File: config.mk
export PLATFORM = sky130hd
export DESIGN_NAME = invntt_ctrl
export DESIGN_NICKNAME = d
export VERILOG_FILES = /design/src/rtl/invntt_ctrl.sv
export SDC_FILE = /design/constraint.sdc
export NUM_CORES = 1
export LEC_CHECK = 0
export BUFFER_PORTS_ARGS = -buffer_cell sky130_fd_sc_hd__buf_4
export CORE_MARGIN = 2
export CORE_UTILIZATION = 55
export CTS_CLUSTER_DIAMETER = 120
export CTS_CLUSTER_SIZE = 20
export DETAILED_ROUTE_END_ITERATION = 6
export GPL_TIMING_DRIVEN = 1
export PLACE_DENSITY = 0.79
export SLEW_MARGIN = 20
export SYNTH_ARGS = -nofsm -noshare
export SYNTH_HDL_FRONTEND = slang
export SYNTH_SLANG_ARGS = --single-unit
File: constraint.sdc
create_clock -name clk -period 6.5 [get_ports clk]
set_input_delay 1.3 -clock clk [delete_from_list [all_inputs] [get_ports clk]]
set_output_delay 1.3 -clock clk [all_outputs]
set_load 0.02 [all_outputs]
File: src/rtl/invntt_ctrl.sv
// Inverse-NTT sequencer: walks 7 Gentleman-Sande stages over 256 coefficients,
// issuing butterfly reads and aligned write-backs.
module invntt_ctrl #(
  parameter int RD_LAT  = 1,
  parameter int CAL_LAT = 2
) (
  input  logic       clk,
  input  logic       rst_n,
  input  logic       start,
  output logic       busy,
  output logic       done,
  output logic       cal_en,
  output logic       rd_en,
  output logic [7:0] rd_addr_j,
  output logic [7:0] rd_addr_jl,
  output logic [6:0] zeta_idx,
  output logic       last_stage,
  output logic       wr_en,
  output logic [7:0] wr_addr_j,
  output logic [7:0] wr_addr_jl
);

  localparam int PIPE = RD_LAT + CAL_LAT;

  typedef enum logic [1:0] {IDLE, ISSUE, DRAIN, FIN} state_t;

  state_t     state;
  logic [2:0] s;
  logic [6:0] b;
  logic [7:0] cnt;

  // {j, j+len, k} for butterfly b of stage st
  function automatic logic [22:0] gen(
    input logic [2:0] st,
    input logic [6:0] bi
  );
    logic [3:0] sh;
    logic [7:0] mask;
    logic [6:0] g;
    logic [7:0] j8;
    logic [7:0] len8;
    logic [6:0] k7;
    sh   = {1'b0, st} + 4'd1;
    mask = (8'd1 << sh) - 8'd1;
    g    = bi >> sh;
    len8 = 8'd1 << sh;
    j8   = ({1'b0, g} << (sh + 4'd1)) | ({1'b0, bi} & mask);
    k7   = 7'((8'd128 >> st) - 8'd1) - g;
    return {j8, j8 + len8, k7};
  endfunction

  always_ff @(posedge clk or negedge rst_n) begin
    if (!rst_n) begin
      state      <= IDLE;
      s          <= '0;
      b          <= '0;
      cnt        <= '0;
      busy       <= 1'b0;
      done       <= 1'b0;
      rd_en      <= 1'b0;
      rd_addr_j  <= '0;
      rd_addr_jl <= '0;
      zeta_idx   <= '0;
    end else begin
      unique case (state)
        IDLE: begin
          if (start) begin
            state <= ISSUE;
            busy  <= 1'b1;
            s     <= '0;
            b     <= '0;
            rd_en <= 1'b1;
            {rd_addr_j, rd_addr_jl, zeta_idx} <= gen(3'd0, 7'd0);
          end
        end
        ISSUE: begin
          if (b == 7'd127) begin
            state <= DRAIN;
            rd_en <= 1'b0;
            cnt   <= '0;
          end else begin
            b <= b + 7'd1;
            {rd_addr_j, rd_addr_jl, zeta_idx} <= gen(s, b + 7'd1);
          end
        end
        DRAIN: begin
          if (cnt == 8'(PIPE - 1)) begin
            if (s == 3'd6) begin
              state <= FIN;
              done  <= 1'b1;
            end else begin
              state <= ISSUE;
              s     <= s + 3'd1;
              b     <= '0;
              rd_en <= 1'b1;
              {rd_addr_j, rd_addr_jl, zeta_idx} <= gen(s + 3'd1, 7'd0);
            end
          end else begin
            cnt <= cnt + 8'd1;
          end
        end
        FIN: begin
          state <= IDLE;
          done  <= 1'b0;
          busy  <= 1'b0;
        end
        default: state <= IDLE;
      endcase
    end
  end

  assign cal_en = busy;

  logic [PIPE-1:0]   vp;
  logic [7:0]        pj  [PIPE];
  logic [7:0]        pjl [PIPE];
  logic [RD_LAT-1:0] lp;

  always_ff @(posedge clk or negedge rst_n) begin
    if (!rst_n) begin
      vp <= '0;
      lp <= '0;
      for (int i = 0; i < PIPE; i++) begin
        pj[i]  <= '0;
        pjl[i] <= '0;
      end
    end else begin
      vp[0]  <= rd_en;
      pj[0]  <= rd_addr_j;
      pjl[0] <= rd_addr_jl;
      for (int i = 1; i < PIPE; i++) begin
        vp[i]  <= vp[i-1];
        pj[i]  <= pj[i-1];
        pjl[i] <= pjl[i-1];
      end
      lp[0] <= rd_en & (s == 3'd6);
      for (int i = 1; i < RD_LAT; i++) lp[i] <= lp[i-1];
    end
  end

  assign wr_en      = vp[PIPE-1];
  assign wr_addr_j  = pj[PIPE-1];
  assign wr_addr_jl = pjl[PIPE-1];
  assign last_stage = lp[RD_LAT-1];

endmodule

==> metrics.txt, run 1 <==
# TYPE chip_impl_metric gauge
chip_impl_metric{name="synth-xor-area-share",unit="%"} 4.05
chip_impl_info{name="grt_setup_unrepaired",value="no"} 1
chip_impl_metric{name="layout-area-overhead-vs-synth",unit="%"} 6.95
chip_impl_metric{name="finalMaxSlewViolations",unit=""} 0
chip_impl_metric{name="drtAntennaViolNets",unit=""} 0
chip_impl_metric{name="ctsLongestPathBuffers",unit=""} 2
chip_impl_info{name="cts_root_buf",value="sky130_fd_sc_hd__clkbuf_8"} 1
chip_impl_info{name="r2r-end",value="rd_addr_jl[7]$_DFFE_PN0P_"} 1
chip_impl_metric{name="core.rowCount",unit=""} 36
chip_impl_metric{name="postLayoutSetupSlackWorst",unit="ns"} 1.17
chip_impl_info{name="crit_path_top_delay_cell",value="sky130_fd_sc_hd__dfrtp_1"} 1
chip_impl_metric{name="cp_data_required_time",unit="ns"} 6.74
chip_impl_metric{name="wire_length_of_the_first_global_routing_pass",unit="µm"} 19900
chip_impl_metric{name="worstMarginPinSlew",unit="ns"} 0.945
chip_impl_info{name="worstHoldPathType",value="reg -> reg"} 1
chip_impl_metric{name="die_h",unit="µm"} 103
chip_impl_metric{name="first_global_vias",unit=""} 3979
chip_impl_metric{name="number_of_max_cap_violations",unit=""} 0
chip_impl_metric{name="crit_arrival",unit="ns"} 5.57
chip_impl_metric{name="final_clock_period_utilization_by_the_worst_path",unit="%"} 82.0
chip_impl_metric{name="synthesized_net_count",unit=""} 579
chip_impl_metric{name="max_slew_margin",unit="%"} 36.9
chip_impl_info{name="critPathCaptureType",value="register"} 1
chip_impl_info{name="critPathKind",value="reg -> reg"} 1
chip_impl_metric{name="peakVddDrop",unit="V"} 0.000339
chip_impl_metric{name="syn_avg_cell_area",unit="µm²"} 9.97
chip_impl_metric{name="detailroute.via_count",unit=""} 4146
chip_impl_metric{name="drt_first_pass_iters",unit=""} 5
chip_impl_metric{name="clk_latency",unit="ns"} 0.37
chip_impl_metric{name="r2r_setup_slack",unit="ns"} 1.17
chip_impl_metric{name="num_cts_buffers",unit=""} 9
chip_impl_metric{name="holdPathStages",unit=""} 0
chip_impl_info{name="path_cells",value="inv_1 > ha_1 > inv_1 > ha_1 > nor3_1 > nand2_1 > a2111oi_0 > nor2_1 > o21ai_0 > ha_1 > nand3_1 > o2111ai_1 > a21o_1 > a21oi_1 > xnor2_1 > xnor2_1 > o211ai_1"} 1
chip_impl_metric{name="cts_repair_resize_count",unit=""} 0
chip_impl_metric{name="synthesis.area",unit="mm²"} 0.00540
chip_impl_metric{name="floorplan.die_area",unit="mm²"} 0.0106
chip_impl_info{name="combinational_family_with_the_most_area_after_synthesis",value="compound AO/OA/AOI/OAI gates"} 1
chip_impl_metric{name="reg2regPathDepth",unit=""} 17
chip_impl_info{name="critical_path.startpoint_type",value="register"} 1
chip_impl_metric{name="h-tree-depth",unit=""} 3
chip_impl_metric{name="fin_tns_setup",unit="ns"} 0
chip_impl_info{name="regToRegStartpoint",value="s[2]$_DFFE_PN0P_"} 1
chip_impl_metric{name="detail_route.iter0.violations",unit=""} 348
chip_impl_metric{name="ys_types",unit=""} 70
chip_impl_metric{name="leakagePower",unit="nW"} 2.72
chip_impl_metric{name="sequential_share_of_the_synthesized_area",unit="%"} 45.4
chip_impl_metric{name="detail_route.wirelength",unit="µm"} 12300
chip_impl_metric{name="finClkSkew",unit="ns"} 0.00702
chip_impl_metric{name="synth_async_sr_flop_share",unit="%"} 100
chip_impl_metric{name="post_synthesis_compound_gate_area_fraction",unit="%"} 18.7
chip_impl_metric{name="setup_viol_count_final",unit=""} 0
chip_impl_metric{name="timing.critical_path.fanout_max",unit=""} 25
chip_impl_metric{name="die_width",unit="µm"} 103
chip_impl_metric{name="synthMuxAreaShare",unit="%"} 0.579
chip_impl_metric{name="clock_pin_slew_of_the_registers_on_the_worst_case_setup_and_hold_paths",unit="ns"} 0.09
chip_impl_metric{name="num_antenna_cells",unit=""} 0
chip_impl_metric{name="grt.overflow.total",unit=""} 0
chip_impl_metric{name="cts_hold_buf",unit=""} 0
chip_impl_metric{name="yosysWarningCount",unit=""} 1
chip_impl_info{name="worstHoldStart",value="pjl[18]$_DFF_PN0_"} 1
chip_impl_metric{name="pwr_density_cell",unit="mW/mm²"} 501
chip_impl_info{name="timing.hold.worst_endpoint",value="pjl[10]$_DFF_PN0_"} 1
chip_impl_metric{name="grt_usage",unit="%"} 24.5
chip_impl_metric{name="port_buffers",unit=""} 47
chip_impl_info{name="critical-path-top-delay-family",value="adder cells"} 1
chip_impl_metric{name="start_util",unit="%"} 56.0
chip_impl_metric{name="timing.fmax",unit="MHz"} 188
chip_impl_metric{name="post-route-drc-count",unit=""} 0
chip_impl_metric{name="syn-instance-count",unit=""} 542
chip_impl_metric{name="adder_cell_share_of_the_synthesized_area",unit="%"} 8.15
chip_impl_metric{name="hold_viol_final",unit=""} 0
chip_impl_metric{name="core",unit="mm²"} 0.00964
chip_impl_metric{name="crit_path_max_incr_delay",unit="ns"} 0.86
chip_impl_metric{name="ys_seq_elements",unit=""} 98
chip_impl_metric{name="initial_antenna_violation_count",unit=""} 0
chip_impl_metric{name="pre_cts_slack",unit="ns"} 1.34
chip_impl_metric{name="synth_edf_count",unit=""} 0
chip_impl_metric{name="finalWorstPathRequiredPeriod",unit="ns"} 5.33
chip_impl_metric{name="postCtsSetupBuffers",unit=""} 0
chip_impl_metric{name="grt_start_max_net_pins",unit=""} 62
chip_impl_metric{name="cts_num_sinks",unit=""} 98
chip_impl_metric{name="place_congestion",unit=""} 0.913
chip_impl_metric{name="route.detailed.wl_per_inst",unit="µm"} 17.6
chip_impl_metric{name="post_route_cells_drive_above_1_share",unit="%"} 15.2
chip_impl_metric{name="fillers",unit=""} 862
chip_impl_metric{name="viasPerCell",unit=""} 5.94
chip_impl_metric{name="post_synth_and_or_nand_nor_area_fraction",unit="%"} 14.9
chip_impl_metric{name="floorplan.io_pins",unit=""} 48
chip_impl_info{name="cp_common_cell",value="sky130_fd_sc_hd__ha_1"} 1
chip_impl_metric{name="num-nets-final",unit=""} 597
chip_impl_metric{name="critical_path.n_buffers_inverters",unit=""} 2
chip_impl_info{name="tritoncts",value="yes"} 1
chip_impl_info{name="commonest_register_cell_after_synthesis",value="sky130_fd_sc_hd__dfrtp_1"} 1
chip_impl_info{name="status",value="completed"} 1
chip_impl_metric{name="half_perimeter_wire_length_of_the_detailed_placement_result",unit="µm"} 9010
==> worst max path at each step <==
| stage | start | endpoint | slack, ns | cells after the start |
|---|---|---|---|---|
| 4_1_cts | s[2]$_DFFE_PN0P_ | rd_addr_jl[7]$_DFFE_PN0P_ | 1.29 | 17 |
| 3_3_place_gp | s[2]$_DFFE_PN0P_ | rd_addr_jl[7]$_DFFE_PN0P_ | 1.50 | 17 |
| 5_1_grt | s[2]$_DFFE_PN0P_ | rd_addr_jl[7]$_DFFE_PN0P_ | 0.83 | 17 |
| 6_report | s[2]$_DFFE_PN0P_ | rd_addr_jl[7]$_DFFE_PN0P_ | 1.17 | 17 |
| 2_1_floorplan | s[0]$_DFFE_PN0P_ | rd_addr_jl[7]$_DFFE_PN0P_ | 2.26 | 18 |
| 3_5_place_dp | s[2]$_DFFE_PN0P_ | rd_addr_jl[7]$_DFFE_PN0P_ | 1.34 | 17 |
==> cell usage in the layout (no fill, tap or decap), types with 3 or more instances in the layout <==
cell | synthesis | routed
sky130_fd_sc_hd__a21oi_1 | 38 | 38
sky130_fd_sc_hd__o32ai_1 | 5 | 5
sky130_fd_sc_hd__nand4_1 | 3 | 3
sky130_fd_sc_hd__nand3b_1 | 3 | 3
sky130_fd_sc_hd__nand2_1 | 58 | 58
sky130_fd_sc_hd__xnor2_1 | 15 | 15
sky130_fd_sc_hd__clkbuf_8 | 12 | 10
sky130_fd_sc_hd__nor3_1 | 14 | 14
sky130_fd_sc_hd__nor2_1 | 38 | 38
sky130_fd_sc_hd__a211oi_1 | 5 | 5
sky130_fd_sc_hd__o21ai_0 | 32 | 32
sky130_fd_sc_hd__a22oi_1 | 4 | 4
sky130_fd_sc_hd__a21o_1 | 6 | 6
sky130_fd_sc_hd__inv_1 | 24 | 24
sky130_fd_sc_hd__ha_1 | 32 | 32
sky130_fd_sc_hd__a31oi_1 | 4 | 4
sky130_fd_sc_hd__nand2b_1 | 3 | 3
sky130_fd_sc_hd__a22o_1 | 9 | 9
sky130_fd_sc_hd__a221o_1 | 4 | 4
sky130_fd_sc_hd__nand3_1 | 19 | 19
sky130_fd_sc_hd__nor2b_1 | 3 | 3
sky130_fd_sc_hd__xor2_1 | 10 | 10
sky130_fd_sc_hd__o22ai_1 | 4 | 4
sky130_fd_sc_hd__o211ai_1 | 6 | 6
sky130_fd_sc_hd__dfrtp_1 | 98 | 98
sky130_fd_sc_hd__and2_1 | 5 | 5
sky130_fd_sc_hd__and3_1 | 8 | 8
sky130_fd_sc_hd__buf_4 | 17 | 49
==> kinds of logic after synthesis <==
kind of cell | count (synthesis)
buf+inv | 67
fa+ha+maj | 34
flops | 98
mux | 3
simple gates | 168
compound gates | 147
xor+xnor | 25
==> Yosys cell counts (8+ instances only) <==
library cell / instances / area share, %
sky130_fd_sc_hd__a21oi_1: 38 / 3.5
sky130_fd_sc_hd__a22o_1: 9 / 1.5
sky130_fd_sc_hd__and3_1: 8 / 0.93
sky130_fd_sc_hd__buf_4: 17 / 2.4
sky130_fd_sc_hd__clkbuf_1: 11 / 0.76
sky130_fd_sc_hd__clkbuf_8: 12 / 3.1
sky130_fd_sc_hd__dfrtp_1: 98 / 45
sky130_fd_sc_hd__ha_1: 32 / 7.4
sky130_fd_sc_hd__inv_1: 24 / 1.7
sky130_fd_sc_hd__nand2_1: 58 / 4.0
sky130_fd_sc_hd__nand3_1: 19 / 1.8
sky130_fd_sc_hd__nor2_1: 38 / 2.6
sky130_fd_sc_hd__nor3_1: 14 / 1.3
sky130_fd_sc_hd__o21ai_0: 32 / 3.0
sky130_fd_sc_hd__xnor2_1: 15 / 2.4
sky130_fd_sc_hd__xor2_1: 10 / 1.6
==> cell type report <==
type	count	area, µm²	share of cell area, %
Multi-Input combinational cell	377	2510	43.5
Timing Repair Buffer	50	379	6.56
Clock inverter	5	36.3	0.628
Tap cell	133	166	2.88
Inverter	24	90.1	1.56
Clock buffer	11	141	2.45
Sequential cell	98	2450	42.4
==> routing by layer <==
metal	track usage (%)	wire, µm	share of wire [%]
met1	31.9	5210	42
met2	39.6	5930	48
met3	6.03	809	6.6
met4	9.41	335	2.7
met5	0	0	0
==> state kept, by name, summed over array words and instances, names as in the netlist <==
register    cells
s               3
cnt             8
pj             16
rd_addr_j       8
vp              3
b               7
busy            1
rd_en           1
rd_addr_jl      8
zeta_idx        7
wr_addr_j       8
done            1
wr_addr_jl      8
pjl            16
last_stage      1
state           2
==> per-stage QoR <==
stage	hold WS (ns)	area, µm²	utilization [%]	total power (W)	cells
floorplan	0.331	5400	-	0.00214	542
global placement	0.331	5590	58.0	0.00248	681
detailed placement	0.335	5590	58.0	0.00251	681
CTS	0.349	5770	59.8	0.00288	697
global route	0.356	5780	59.9	0.00311	698
finish	0.350	5780	59.9	0.00289	698
==> power by group <==
part           total (W)  internal (W)  switching [W]
Sequential      0.000920      0.000779       0.000140
Combinational    0.00162      0.000607        0.00101
Clock           0.000353      0.000152       0.000202
No activity file was read; power rests on OpenSTA's default activity.
==> run 2: changes to the inputs <==
CORE_UTILIZATION = 54   (was 55)
PLACE_DENSITY = 0.8   (was 0.79)
clock period = 4.28 ns   (was 6.5 ns; I/O delays follow)
==> run 2 against run 1 <==
Utilization increased by 1.0 points. Count of clock-buffer cells in the layout decreased by 1. Clock power increased by 100%. Worst setup slack got worse by 0.87 ns. Largest cell class unchanged. Global-route usage decreased by 0.93 points.
==> metrics.txt, run 2 (same netlist as run 1, synthesis figures left out) <==
# TYPE chip_impl_metric gauge
chip_impl_metric{name="layout-area-overhead-vs-synth",unit="%"} 9.77
chip_impl_info{name="critPathCaptureType",value="register"} 1
chip_impl_metric{name="grt.overflow.total",unit=""} 0
chip_impl_metric{name="finalWorstPathRequiredPeriod",unit="ns"} 3.98
chip_impl_metric{name="setup_viol_count_final",unit=""} 0
chip_impl_metric{name="critical_path.n_buffers_inverters",unit=""} 1
chip_impl_info{name="regToRegStartpoint",value="s[0]$_DFFE_PN0P_"} 1
chip_impl_metric{name="clock_pin_slew_of_the_registers_on_the_worst_case_setup_and_hold_paths",unit="ns"} 0.10
chip_impl_info{name="critical-path-top-delay-family",value="adder cells"} 1
chip_impl_metric{name="placedCellCount",unit=""} 692
chip_impl_metric{name="floorplan.die_area",unit="mm²"} 0.0108
chip_impl_metric{name="core",unit="mm²"} 0.00973
chip_impl_metric{name="peakVddDrop",unit="V"} 0.000385
chip_impl_metric{name="drtAntennaViolNets",unit=""} 0
chip_impl_metric{name="cts_num_sinks",unit=""} 98
chip_impl_metric{name="fillers",unit=""} 863
chip_impl_metric{name="cell_internal_pwr",unit="W"} 0.00257
chip_impl_metric{name="p_seq_share",unit="%"} 28.7
chip_impl_metric{name="final_instance_count_excl_fillers",unit=""} 708
chip_impl_metric{name="num_antenna_cells",unit=""} 0
chip_impl_metric{name="ctsLongestPathBuffers",unit=""} 2
chip_impl_metric{name="finClkSkew",unit="ns"} 0.0172
chip_impl_metric{name="worstMarginPinSlew",unit="ns"} 0.855
chip_impl_metric{name="hold_viol_final",unit=""} 0
chip_impl_info{name="critPathLaunch",value="s[0]$_DFFE_PN0P_"} 1
chip_impl_metric{name="final_clock_period_utilization_by_the_worst_path",unit="%"} 92.9
chip_impl_metric{name="p_sw",unit="W"} 0.00209
chip_impl_metric{name="crit_arrival",unit="ns"} 4.22
chip_impl_metric{name="die_h",unit="µm"} 104
chip_impl_metric{name="postCtsSetupBuffers",unit=""} 0
chip_impl_metric{name="clk_latency",unit="ns"} 0.37
chip_impl_metric{name="first_global_vias",unit=""} 4127
chip_impl_info{name="critPathKind",value="reg -> reg"} 1
chip_impl_metric{name="timing.critical_path.fanout_max",unit=""} 7
chip_impl_info{name="cts_root_buf",value="sky130_fd_sc_hd__clkbuf_8"} 1
chip_impl_metric{name="wire_length_of_the_first_global_routing_pass",unit="µm"} 20400
chip_impl_metric{name="number_of_max_cap_violations",unit=""} 0
chip_impl_metric{name="core.rowCount",unit=""} 36
chip_impl_info{name="tritoncts",value="yes"} 1
chip_impl_metric{name="half_perimeter_wire_length_of_the_detailed_placement_result",unit="µm"} 9190
chip_impl_info{name="mostFrequentLayoutCell",value="sky130_fd_sc_hd__dfrtp_1"} 1
chip_impl_metric{name="fin_tns_setup",unit="ns"} 0
chip_impl_metric{name="port_buffers",unit=""} 47
chip_impl_metric{name="num-nets-final",unit=""} 607
chip_impl_info{name="critical_path.startpoint_type",value="register"} 1
chip_impl_info{name="reg.largest.list",value="pj: 16 flops, pjl: 16 flops"} 1
chip_impl_metric{name="start_util",unit="%"} 55.5
chip_impl_metric{name="hold-worst-slack",unit="ns"} 0.349
chip_impl_metric{name="floorplan.io_pins",unit=""} 48
chip_impl_metric{name="initial_antenna_violation_count",unit=""} 0
chip_impl_metric{name="combPwrFrac",unit="%"} 55.7
chip_impl_info{name="grt_setup_unrepaired",value="no"} 1
chip_impl_info{name="worstHoldPathType",value="reg -> reg"} 1
chip_impl_metric{name="place_congestion",unit=""} 0.927
chip_impl_info{name="path_cells",value="ha_1 > ha_1 > inv_1 > ha_1 > nor3_2 > nand2_1 > a2111oi_1 > nor2_1 > o21ai_0 > ha_1 > nand3_1 > o2111ai_1 > a21o_1 > a21oi_1 > xnor2_1 > xnor2_1 > o211ai_1"} 1
chip_impl_metric{name="postLayoutSetupSlackWorst",unit="ns"} 0.304
chip_impl_metric{name="route.detailed.wl_per_inst",unit="µm"} 17.7
chip_impl_metric{name="cp_data_required_time",unit="ns"} 4.52
chip_impl_metric{name="timing.fmax",unit="MHz"} 251
chip_impl_metric{name="final-seq-area",unit="mm²"} 0.00245
chip_impl_metric{name="viasPerCell",unit=""} 6.03
chip_impl_metric{name="detailroute.via_count",unit=""} 4269
chip_impl_metric{name="pre_cts_slack",unit="ns"} 0.348
chip_impl_metric{name="pwr_density_cell",unit="mW/mm²"} 785
chip_impl_metric{name="detail_route.iter0.violations",unit=""} 313
chip_impl_info{name="crit_path_top_delay_cell",value="sky130_fd_sc_hd__dfrtp_1"} 1
chip_impl_metric{name="grt_usage",unit="%"} 23.5
chip_impl_metric{name="num_cts_buffers",unit=""} 9
chip_impl_metric{name="grt_start_max_net_pins",unit=""} 72
chip_impl_metric{name="post_route_cells_drive_above_1_share",unit="%"} 17.0
chip_impl_metric{name="crit_path_max_incr_delay",unit="ns"} 0.41
chip_impl_info{name="cp_common_cell",value="sky130_fd_sc_hd__ha_1"} 1
chip_impl_metric{name="h-tree-depth",unit=""} 3
chip_impl_metric{name="drt_first_pass_iters",unit=""} 5
chip_impl_info{name="worstHoldStart",value="pj[19]$_DFF_PN0_"} 1
chip_impl_info{name="layout.cells.most_common_list",value="98 x sky130_fd_sc_hd__dfrtp_1, 59 x sky130_fd_sc_hd__buf_4, 58 x sky130_fd_sc_hd__nand2_1"} 1
chip_impl_metric{name="post-layout-total-power",unit="W"} 0.00465
chip_impl_metric{name="leakagePower",unit="nW"} 2.80
chip_impl_metric{name="finalMaxSlewViolations",unit=""} 0
chip_impl_info{name="status",value="completed"} 1
chip_impl_metric{name="clock_power_share",unit="%"} 15.5
chip_impl_metric{name="max_slew_margin",unit="%"} 43.0
chip_impl_metric{name="post-route-drc-count",unit=""} 0
chip_impl_metric{name="detail_route.wirelength",unit="µm"} 12600
chip_impl_metric{name="multi_input_area",unit="mm²"} 0.00252
chip_impl_metric{name="sw_ratio",unit="%"} 44.9
chip_impl_metric{name="die_width",unit="µm"} 104
[run 2: changes by cell type in the layout (fill, tap and decap cells not counted), sizes merged]
cell	previous run	this run
clkinv	3	1
inv	26	25
buf	50	60
clkbuf	11	10
bufinv	0	3
clkinvlp	0	1
[run 2: final cells by class]
type,instances,share of cell area [%]
clock buffer,10,2.32
clock inverter,6,1.88
inverter,24,1.52
multi-input combinational,377,42.5
sequential,98,41.4
tap,133,2.81
timing repair buffer,60,7.66
[run 2: power by group through the flow]
stage	sequential [W]	clock, W	combinational (W)
after floorplan	0.00142	0	0.00183
after global placement	0.00134	0	0.00247
after detailed placement	0.00136	0	0.00252
after CTS	0.00134	0.000734	0.00254
after global routing	0.00137	0.000776	0.00280
final	0.00134	0.000723	0.00259
[run 2: metal layers]
metal	track usage (%)	part of all wire [%]
met1	29.3	41
met2	39.4	49
met3	4.70	6.7
met4	11.2	3.7
met5	0	0
[run 2: path summary, 6_finish.rpt]
check / endpoint / slack (ns) / depth (start not counted)
worst max-delay path: rd_addr_jl[7]$_DFFE_PN0P_ / 0.30 / 17
max in group asynchronous: rd_addr_j[0]$_DFFE_PN0P_ / 2.81 / 2
worst min-delay path: pj[11]$_DFF_PN0_ / 0.35 / 0
worst max register to register: rd_addr_jl[7]$_DFFE_PN0P_ / 0.30 / 17
worst min register to register: pj[11]$_DFF_PN0_ / 0.35 / 0
min in group asynchronous: wr_addr_jl[0]$_DFF_PN0_ / 0.60 / 1
[run 2: repair_timing]
action	4_1_cts	5_1_grt
endpoints found under the setup margin	0	1
gates resized for setup	0	3
hold buffers	0	0
[run 2: metrics by stage]
stage	instance area [µm²]	utilization [%]
floorplan	5400	-
global route	5930	61.0
global placement	5670	58.3
CTS	5920	60.9
detailed placement	5670	58.3
finish	5930	61.0
